$ cat src/rtl/vscale_imm_issue_ctrl_pkg.sv
// Shared constants for the immediate issue controller: immediate format codes,
// RV32 major opcodes and the queue occupancy states.
package vscale_imm_issue_ctrl_pkg;

   localparam int IMM_TYPE_WIDTH = 2;

   localparam logic [IMM_TYPE_WIDTH-1:0] IMM_I = 2'd0;
   localparam logic [IMM_TYPE_WIDTH-1:0] IMM_S = 2'd1;
   localparam logic [IMM_TYPE_WIDTH-1:0] IMM_U = 2'd2;
   localparam logic [IMM_TYPE_WIDTH-1:0] IMM_J = 2'd3;

   localparam logic [6:0] RV32_LOAD     = 7'b0000011;
   localparam logic [6:0] RV32_STORE    = 7'b0100011;
   localparam logic [6:0] RV32_OP_IMM   = 7'b0010011;
   localparam logic [6:0] RV32_LUI      = 7'b0110111;
   localparam logic [6:0] RV32_AUIPC    = 7'b0010111;
   localparam logic [6:0] RV32_JAL      = 7'b1101111;
   localparam logic [6:0] RV32_JALR     = 7'b1100111;
   localparam logic [6:0] RV32_SYSTEM   = 7'b1110011;
   localparam logic [6:0] RV32_OP       = 7'b0110011;
   localparam logic [6:0] RV32_BRANCH   = 7'b1100011;
   localparam logic [6:0] RV32_MISC_MEM = 7'b0001111;

   typedef enum logic [1:0] {
      Q_EMPTY,
      Q_PARTIAL,
      Q_FULL
   } q_state_e;

endpackage

$ cat src/rtl/vscale_imm_gen.sv
// Immediate generator: extracts and sign-extends the immediate of an RV32
// instruction for the requested format.
module vscale_imm_gen
   import vscale_imm_issue_ctrl_pkg::*;
#(
   parameter int XPR_LEN = 32
) (
   input  logic [XPR_LEN-1:0]        inst,
   input  logic [IMM_TYPE_WIDTH-1:0] imm_type,
   output logic [XPR_LEN-1:0]        imm
);

   always_comb begin
      imm = '0;
      case (imm_type)
         IMM_I: imm = {{(XPR_LEN-11){inst[31]}}, inst[30:20]};
         IMM_S: imm = {{(XPR_LEN-11){inst[31]}}, inst[30:25], inst[11:7]};
         IMM_U: imm = {{(XPR_LEN-31){inst[31]}}, inst[30:12], 12'b0};
         IMM_J: imm = {{(XPR_LEN-20){inst[31]}}, inst[19:12], inst[20], inst[30:21], 1'b0};
         default: imm = '0;
      endcase
   end

endmodule

$ cat src/rtl/vscale_imm_issue_ctrl_type_dec.sv
// Opcode decoder: picks the immediate format, whether the instruction uses
// an immediate at all, and flags opcodes outside the supported set.
module vscale_imm_type_dec
   import vscale_imm_issue_ctrl_pkg::*;
(
   input  logic [6:0]                opcode,
   output logic [IMM_TYPE_WIDTH-1:0] imm_type,
   output logic                      imm_used,
   output logic                      illegal
);

   always_comb begin
      imm_type = IMM_I;
      imm_used = 1'b0;
      illegal  = 1'b0;
      case (opcode)
         RV32_LOAD, RV32_OP_IMM, RV32_JALR, RV32_SYSTEM: imm_used = 1'b1;
         RV32_STORE: begin
            imm_type = IMM_S;
            imm_used = 1'b1;
         end
         RV32_LUI, RV32_AUIPC: begin
            imm_type = IMM_U;
            imm_used = 1'b1;
         end
         RV32_JAL: begin
            imm_type = IMM_J;
            imm_used = 1'b1;
         end
         RV32_OP, RV32_BRANCH, RV32_MISC_MEM: imm_used = 1'b0;
         default: illegal = 1'b1;
      endcase
   end

endmodule

$ cat src/rtl/vscale_imm_issue_ctrl.sv
// Decode-side issue controller: small FIFO of fetched instructions feeding a
// single registered valid/ready stage with decoded immediate information.
module vscale_imm_issue_ctrl
   import vscale_imm_issue_ctrl_pkg::*;
#(
   parameter int XPR_LEN = 32,
   parameter int DEPTH   = 2
) (
   input  logic                      clk,
   input  logic                      reset,
   input  logic                      kill,
   input  logic                      in_valid,
   output logic                      in_ready,
   input  logic [XPR_LEN-1:0]        in_inst,
   input  logic [XPR_LEN-1:0]        in_pc,
   output logic                      out_valid,
   input  logic                      out_ready,
   output logic [XPR_LEN-1:0]        out_inst,
   output logic [XPR_LEN-1:0]        out_pc,
   output logic [XPR_LEN-1:0]        out_imm,
   output logic [IMM_TYPE_WIDTH-1:0] out_imm_type,
   output logic                      out_imm_used,
   output logic                      out_illegal
);

   localparam int PTR_W = $clog2(DEPTH);
   localparam int CNT_W = $clog2(DEPTH + 1);

   logic [XPR_LEN-1:0] q_inst [DEPTH];
   logic [XPR_LEN-1:0] q_pc   [DEPTH];

   q_state_e           q_state, q_state_next;
   logic [CNT_W-1:0]   count, count_next;
   logic [PTR_W-1:0]   rd_ptr, rd_next, wr_ptr, wr_next;

   logic accept, load_en, have_head, have_src, load, bypass, enq, deq;

   logic [XPR_LEN-1:0]        sel_inst, sel_pc, sel_imm;
   logic [IMM_TYPE_WIDTH-1:0] sel_type;
   logic                      sel_used, sel_illegal;

   assign in_ready = (q_state != Q_FULL);

   always_comb begin
      have_head = (q_state != Q_EMPTY);
      accept    = in_valid && in_ready && !kill;
      load_en   = !out_valid || out_ready;
      have_src  = have_head || accept;
      load      = !kill && load_en && have_src;
      // Bypass only when nothing is queued, so FIFO order is never violated.
      bypass    = load && !have_head;
      deq       = load && have_head;
      enq       = accept && !bypass;
      sel_inst  = have_head ? q_inst[rd_ptr] : in_inst;
      sel_pc    = have_head ? q_pc[rd_ptr]   : in_pc;
   end

   always_comb begin
      count_next = count;
      rd_next    = rd_ptr;
      wr_next    = wr_ptr;
      if (kill) begin
         count_next = '0;
         rd_next    = '0;
         wr_next    = '0;
      end else begin
         if (enq) wr_next = wr_ptr + 1'b1;
         if (deq) rd_next = rd_ptr + 1'b1;
         case ({enq, deq})
            2'b10:   count_next = count + 1'b1;
            2'b01:   count_next = count - 1'b1;
            default: count_next = count;
         endcase
      end
      if (count_next == '0)
         q_state_next = Q_EMPTY;
      else if (count_next == CNT_W'(DEPTH))
         q_state_next = Q_FULL;
      else
         q_state_next = Q_PARTIAL;
   end

   always_ff @(posedge clk or posedge reset) begin
      if (reset) begin
         q_state <= Q_EMPTY;
         count   <= '0;
         rd_ptr  <= '0;
         wr_ptr  <= '0;
      end else begin
         q_state <= q_state_next;
         count   <= count_next;
         rd_ptr  <= rd_next;
         wr_ptr  <= wr_next;
      end
   end

   always_ff @(posedge clk) begin
      if (enq) begin
         q_inst[wr_ptr] <= in_inst;
         q_pc[wr_ptr]   <= in_pc;
      end
   end

   vscale_imm_type_dec u_type_dec (
      .opcode   (sel_inst[6:0]),
      .imm_type (sel_type),
      .imm_used (sel_used),
      .illegal  (sel_illegal)
   );

   vscale_imm_gen #(.XPR_LEN(XPR_LEN)) u_imm_gen (
      .inst     (sel_inst),
      .imm_type (sel_type),
      .imm      (sel_imm)
   );

   always_ff @(posedge clk or posedge reset) begin
      if (reset) begin
         out_valid    <= 1'b0;
         out_inst     <= '0;
         out_pc       <= '0;
         out_imm      <= '0;
         out_imm_type <= IMM_I;
         out_imm_used <= 1'b0;
         out_illegal  <= 1'b0;
      end else if (kill) begin
         out_valid <= 1'b0;
      end else if (load_en) begin
         out_valid <= have_src;
         if (have_src) begin
            out_inst     <= sel_inst;
            out_pc       <= sel_pc;
            out_imm      <= sel_imm;
            out_imm_type <= sel_type;
            out_imm_used <= sel_used;
            out_illegal  <= sel_illegal;
         end
      end
   end

endmodule

$ cat config.mk
export PLATFORM = sky130hd
export DESIGN_NAME = vscale_imm_issue_ctrl
export DESIGN_NICKNAME = d
export VERILOG_FILES = /design/src/rtl/vscale_imm_issue_ctrl_pkg.sv /design/src/rtl/vscale_imm_gen.sv /design/src/rtl/vscale_imm_issue_ctrl_type_dec.sv /design/src/rtl/vscale_imm_issue_ctrl.sv
export SDC_FILE = /design/constraint.sdc
export NUM_CORES = 1
export LEC_CHECK = 0
export ABC_AREA = 1
export CAP_MARGIN = 0
export CORE_ASPECT_RATIO = 0.8
export CORE_MARGIN = 2
export CORE_UTILIZATION = 46
export CTS_CLUSTER_DIAMETER = 100
export DETAILED_ROUTE_END_ITERATION = 12
export GPL_TIMING_DRIVEN = 0
export PLACE_DENSITY = 0.78
export REMOVE_ABC_BUFFERS = 1
export SYNTH_ARGS = -nofsm -noshare
export SYNTH_HDL_FRONTEND = slang
export SYNTH_HIERARCHICAL = 1
export SYNTH_SLANG_ARGS = --single-unit
$ cat constraint.sdc
create_clock -name clk -period 12.16 [get_ports clk]
set_clock_uncertainty 0.2 [all_clocks]
set_input_delay 2.432 -clock clk [delete_from_list [all_inputs] [get_ports clk]]
set_output_delay 2.432 -clock clk [all_outputs]
set_load 0.01 [all_outputs]
# ---- After elaboration in Yosys (flattened, before gate mapping)
# Memory sizes are Yosys's and may differ from the RTL's.
# Cells that the tools add are included.
dict set report totals {
  reg_bits 107
  latch_bits 0
  ramBits 128
  romBits 0
  inputBits 69
  output_inout_bits 102
  wordCells 77
  n_memories 2
}
dict set report op_classes {
  n_addsub 4
  n_mul 0
  div_mod_pow 0
  order_cmp 0
  eq_ne 18
  shift 0
  n_mux 18
  bitwise_logic 1
  n_reduce_logical 23
}
# name depth width read_ports rd_ports_with_merged_regs write_ports line
set memory_table {}
lappend memory_table {q_inst 2 32 1 0 1 vscale_imm_issue_ctrl.sv:29} ;# logic [XPR_LEN-1:0] q_inst [DEPTH];
lappend memory_table {q_pc 2 32 1 0 1 vscale_imm_issue_ctrl.sv:30} ;# logic [XPR_LEN-1:0] q_pc [DEPTH];
# cell count
set ops {}
lappend ops {{$pmux 32 s4} 1}
lappend ops {{$mux 32} 2}
lappend ops {{$eq 7x7->1 const B} 4}
lappend ops {{$eq 7x6->1 const B} 3}
lappend ops {{$eq 7x5->1 const B} 2}
lappend ops {{$reduce_or 11->1} 1}
lappend ops {{$mux 1} 10}
lappend ops {{$eq 2x2->1 const B} 4}
lappend ops {{$reduce_bool 2->1} 4}
lappend ops {{$reduce_or 8->1} 1}
lappend ops {{$eq 7x2->1 const B} 1}
lappend ops {{$eq 7x4->1 const B} 1}
lappend ops {{$logic_and 1x1->1} 7}
lappend ops {{$mux 2} 3}
lappend ops {{$pmux 2 s3} 1}
lappend ops {{$eq 2x1->1 const B} 2}
lappend ops {{$logic_not 1->1} 4}
lappend ops {{$logic_not 2->1} 2}
lappend ops {{$pmux 2 s2} 1}
lappend ops {{$reduce_and 3->1} 1}
lappend ops {{$add 1x1->1 const B} 2}
lappend ops {{$add 2x1->2 const B} 1}
lappend ops {{$logic_or 1x1->1} 2}
lappend ops {{$ne 2x2->1 const B} 1}
lappend ops {{other kinds (3)} 3}

# ---- Logic depth before layout (Yosys ltp)
dict set report logic_depth {
  ltp_word 14
  ltp_mapped 17
  depth_no_buf 15
}

# ---- By module
# The synthesis kept the hierarchy.
# module instances cells_per_inst area_per_inst_um2 seq_area_each_um2
set modules_own_cells {}
lappend modules_own_cells {vscale_imm_issue_ctrl 1 947 9486.6 6496.2}
lappend modules_own_cells {vscale_imm_gen 1 81 361.6 0.0}
lappend modules_own_cells {vscale_imm_type_dec 1 39 178.9 0.0}

# ---- Worst setup path after synthesis
# OpenSTA, ideal clock, no wires.
dict set report synth_path {
  kind {input to register}
  start {input kill}
  end {memory q_inst[1][0] (enable)}
  setup_ps 486
  t_arrival_ps 5568
  t_required_ps 11474
  setup_slack_ps 5906
  path_stages 5
  n_path_buf 0
  path_cell_list {inv_1 -> nand2_1 -> nor2_1 -> o21ai_0 -> nor2_1}
}
dict set report synth_via {
  elab_chain_cells 9
  elab_cells_between_ends 10
  cone_classes {mux: 2; reduce/logical: 8}
}
# element line
set synth_rtl {}
lappend synth_rtl {{start: declaration} vscale_imm_issue_ctrl.sv:11} ;# input logic kill,
lappend synth_rtl {{$logic_not 1->1 (*)} {vscale_imm_issue_ctrl.sv:46, vscale_imm_issue_ctrl.sv:49}}
lappend synth_rtl {{$logic_and 1x1->1} vscale_imm_issue_ctrl.sv:46} ;# accept = in_valid && in_ready && !kill;
lappend synth_rtl {{$logic_or 1x1->1} vscale_imm_issue_ctrl.sv:48} ;# have_src = have_head || accept;
lappend synth_rtl {{$logic_and 1x1->1} vscale_imm_issue_ctrl.sv:49} ;# load = !kill && load_en && have_src;
lappend synth_rtl {{$logic_and 1x1->1} vscale_imm_issue_ctrl.sv:51} ;# bypass = load && !have_head;
lappend synth_rtl {{$logic_not 1->1} vscale_imm_issue_ctrl.sv:53} ;# enq = accept && !bypass;
lappend synth_rtl {{$logic_and 1x1->1 (*)} vscale_imm_issue_ctrl.sv:53}
lappend synth_rtl {{$mux 1 (*)} vscale_imm_issue_ctrl.sv:98} ;# if (enq) begin
lappend synth_rtl {{$mux 1 (not written as such) (*)} vscale_imm_issue_ctrl.sv:99} ;# q_inst[wr_ptr] <= in_inst;
lappend synth_rtl {{end: declaration} vscale_imm_issue_ctrl.sv:29}
# Mark *: on every way between the ends. The rest lies on a longest branch, timed or not.

# ---- Worst setup path in the final report
dict set report layout_path {
  start {input in_inst[5]}
  end {register out_imm[28]}
}
dict set report layout_via {
  elab_chain_cells 6
  elab_cells_between_ends 12
  cone_classes {eq/ne: 7; mux: 3; reduce/logical: 2}
}
# element line
set layout_rtl {}
lappend layout_rtl {{start: declaration} vscale_imm_issue_ctrl.sv:14} ;# input logic [XPR_LEN-1:0] in_inst,
lappend layout_rtl {{$mux 32 (*)} vscale_imm_issue_ctrl.sv:54} ;# sel_inst = have_head ? q_inst[rd_ptr] : in_inst;
lappend layout_rtl {{named net sel_inst[5]} vscale_imm_issue_ctrl.sv:38} ;# logic [XPR_LEN-1:0] sel_inst, sel_pc, sel_imm;
lappend layout_rtl {{$eq 7x6->1 / $eq 7x5->1 (equally long branches)} vscale_imm_issue_ctrl_type_dec.sv:16} ;# case (opcode)
lappend layout_rtl {{$reduce_or 2->1} n/a}
lappend layout_rtl {{$pmux 2 s3 (*)} vscale_imm_issue_ctrl_type_dec.sv:16}
lappend layout_rtl {{named net sel_type[1]} vscale_imm_issue_ctrl.sv:39} ;# logic [IMM_TYPE_WIDTH-1:0] sel_type;
lappend layout_rtl {{$eq 2x2->1 (tied with other cells)} vscale_imm_gen.sv:15} ;# case (imm_type)
lappend layout_rtl {{$pmux 32 s4 (*)} vscale_imm_gen.sv:15}
lappend layout_rtl {{named net sel_imm[28]} vscale_imm_issue_ctrl.sv:38}
lappend layout_rtl {{end signal: assignment} vscale_imm_issue_ctrl.sv:133} ;# out_imm <= sel_imm;
lappend layout_rtl {{end: declaration} vscale_imm_issue_ctrl.sv:20} ;# output logic [XPR_LEN-1:0] out_imm,
# The timed path passes the listed nets; every way through them passes the cells marked *. The select of a mux whose other input is x is not followed.
# A chain may end at the register's enable or synchronous reset.

==> summary.md <==
| Metric | Value |
|---|---|
| Switch Pwr | `~0.74 mW` |
| DIE AREA | `between 20000 and 25000 sq um` |
| WS Path Type | `in2reg` |
| GRT Resource Usage Total | `just under 20%` |
| EDFF count, synth | `approximately 130` |
| PwrDens | `between 150 and 200 nW/um^2` |
| Vias in the first global route | `7186` |
| Pleak | `5.803 nW` |
| Clk sink count | `234` |
| Initial antenna violation count | `0` |
| Vias | `around 7500` |
| Max Clk Rate | `roughly 200 MHz` |
| Post-layout util | `between 50% and 60%` |
| Metal1 wirelength | `~11000 microns` |
| Met2 WL post-DR | `10310 microns` |
| Clock Power Share | `between 30% and 40%` |
| Clock Tree Buf Depth | `3` |
| Total number of yosys warnings | `6` |
| Ant diodes | `0` |
| Post-Synthesis Cell Area | `about 10000 sq um` |
| Worst-path clk slew | `0.06 ns` |
| Nets | `around 1300` |
| Sequential area share after synthesis | `between 60% and 70%` |
| Area Growth Syn to Fin | `28.35%` |
| Fin. max-slew vios | `0` |
| Worst skew pair latency | `roughly 0.5 ns` |
| Clock tree from TritonCTS | `yes` |
| Routability Congestion | `0.7742` |
| Ys async rst share | `a little under half` |
| Peak VDD IR | `133.3 uV` |
| Average routed wire per standard cell | `~15 microns` |
| Slew @ Worst Pin | `~0.94 ns` |
| Status | `completed` |
| Layout cells sized above 1 | `about 6.0%` |
| CP Launch Type | `primary input` |
| Fin Setup TNS | `0 ns` |
| Initial core utilization | `roughly 47%` |
| Reg power frac | `42.6%` |
| First-pass GRT wire length | `between 30000 and 40000 microns` |
| Synth area leaders | `edfxtp_1 (38%), dfrtp_1 (26%), nand2_1 (20%)` |
| Crit path max-delay family | `simple AND/OR/NAND/NOR gates` |
| Gate power share | `27.3%` |
| Post-route DRC | `0` |
| Pre-antenna DRT Iters | `5` |
| P_int | `between 1.5 and 2 mW` |
| DIE WIDTH | `169.1 microns` |
| HPWL Detailed | `14310 microns` |
| RSZ-0062 raised after global routing | `no` |
| Worst-path maximum fanout | `17` |
| # rows | `48` |
| Total congestion overflow | `0` |
| Crit path top cell by count | `nand2_1` |
| Most common cell in the netlist | `nand2_1` |
| Worst path slowest cell | `o21ai_2` |
| CP required | `roughly 12 ns` |
| Port Buffers | `170` |
| Final hold violation count | `0` |
| Max transition margin | `37.21%` |
| Leading area contributor after synthesis | `edfxtp_1` |
| Post-CTS setup buffers | `0` |
| Fraction of synthesized cell area taken by the top area cell type | `38.33%` |
| Post-CTS Hold Buffers | `0` |
| CP peak stage delay | `between 0.5 and 0.6 ns` |
| Most used flip-flop cell after synthesis | `edfxtp_1` |
| Max Cap Viol | `0` |
| IO Pins | `around 170` |
| Final setup viols | `0` |
| Syn Area/Cell | `between 9 and 10 sq um` |
| Gate Count Post-Synth | `~1100` |
| DR vias/cell | `about 4.9` |
| Root Buffer | `clkbuf_16` |
| Crit share post-route | `40.26%` |
| Cell chain of the critical path | `clkdlybuf4s50_1, nand2_1, o21ai_0, nand3_2, inv_2, nand2_2, nand2_2, inv_2, o21ai_2, nand2_1, nand2_1, nand2_1` |
| Core area | `roughly 22000 sq um` |
| Synthesized flop and latch total | `about 230` |
| Post-CTS sizing | `0` |
| Crit path DAT | `just over 5 ns` |
| Critical path buffers and inverters | `3` |
| H-Tree Depth | `1` |
| Die Height | `between 100 and 150 microns` |
| Unique masters post-synth | `25` |
| DR WL met3 | `1508 microns` |
| Crit. End Element | `register` |
| Routed Antenna Nets | `0` |
| Pin count of the biggest net entering global routing | `75` |
| Top post-synthesis cells by count | `nand2_1 (527), edfxtp_1 (128), dfrtp_1 (106)` |
| Switching Share | `around 30%` |
| Min cycle time layout | `slightly below 5 ns` |
| Cts bufs inserted | `24` |
| Hold Crit Class | `reg2reg` |
| Final WL | `22720 microns` |
| Drt initial violations | `between 500 and 600` |
| Top sig layer | `met4` |
metal layers:
| layer | GRT usage (%) | up-vias |
|---|---|---|
| met5 | 0 | - |
| met4 | 3.989 | 0 |
| met3 | 4.279 | 28 |
| met2 | 32.06 | 233 |
| met1 | 27.75 | 3520 |
| li1 | - | 3703 |
cell type report:
class                           instances  area, sq um
Tap cell                              275        344.1
Clock buffer                           37        794.5
Fill cell                            1757         8631
Timing Repair Buffer                  181         1936
Multi-Input combinational cell        685         2893
Sequential cell                       234         6500
Clock inverter                          7        38.79
Inverter                               95        364.1
metrics by stage:
stage          power [mW]  area [sq um]  std cells  hold WS [ns]  worst slack, ns
6_report            2.489         12870       1514        0.2704            7.265
3_3_place_gp        1.734         11780       1459        0.2537            2.515
2_1_floorplan       1.383          9733       1014        0.2714            5.816
5_1_grt             2.627         12870       1514        0.2897            7.138
4_1_cts             2.514         12870       1514        0.2725            7.315
3_5_place_dp        1.757         12040       1470        0.2570            6.797
worst paths after layout:
check	start	slack, ns	to	depth (start not counted)
worst max-delay path	in_inst[5]	7.26	out_imm[28]	12
min in group asynchronous	reset	2.15	out_imm[25]	2
worst min register to register	out_imm[26]	0.27	out_imm[26]	2
max in group asynchronous	reset	8.86	out_imm[13]	3
worst max register to register	rd_ptr	8.14	out_imm[28]	12
worst min-delay path	out_imm[26]	0.27	out_imm[26]	2
cells in the final DEF, fill, tap and decap left out, types with 2 or more instances in the layout:
| master | instances |
|---|---|
| inv_1 | 87 |
| clkbuf_1 | 3 |
| buf_16 | 3 |
| nand2_1 | 527 |
| inv_2 | 5 |
| nor2_1 | 18 |
| clkbuf_8 | 6 |
| clkinv_2 | 6 |
| edfxtp_1 | 128 |
| nand3_1 | 22 |
| clkdlybuf4s50_1 | 170 |
| o21ai_0 | 66 |
| clkbuf_16 | 28 |
| inv_4 | 3 |
| nor2_4 | 3 |
| o21ai_1 | 2 |
| nand3_2 | 2 |
| dfrtp_1 | 105 |
| o211ai_1 | 33 |
| buf_12 | 7 |
| nand2_2 | 3 |
| nor2_2 | 3 |
worst reg2reg max path, stage by stage (launching register included):
cell and delay, ns:
dfrtp_4 0.79, buf_16 0.33, o21ai_0 0.19, o21ai_0 0.62, nand3_2 0.21, inv_2 0.09, nand2_2 0.06, nand2_2 0.35
inv_2 0.23, o21ai_2 0.56, nand2_1 0.13, nand2_1 0.10, nand2_1 0.06
power by group through the flow:
stage / combinational, mW / clock [mW] / sequential [mW]
6_report: 0.680 / 0.748 / 1.06
5_1_grt: 0.755 / 0.794 / 1.08
4_1_cts: 0.687 / 0.766 / 1.06
3_5_place_dp: 0.684 / 0 / 1.07
3_3_place_gp: 0.646 / 0 / 1.09
2_1_floorplan: 0.258 / 0 / 1.13
registers in the layout, indices dropped and copies added, names as in the netlist:
register,count
out_imm_type,2
out_valid,1
rd_ptr,1
wr_ptr,1
out_pc,32
out_imm,32
out_imm_used,1
out_inst,32
q_state,1
count,2
q_inst,64
out_illegal,1
q_pc,64
kinds of logic after synthesis:
family | Yosys count | synth area share [%]
DFF | 234 | 64.79
and+or+nand+nor | 581 | 22.60
buffers and inverters | 148 | 6.489
adders and majority gates | 1 | 0.1248
AOI/OAI and AO/OA | 103 | 6.002
Power figures use the tool's default switching activity.
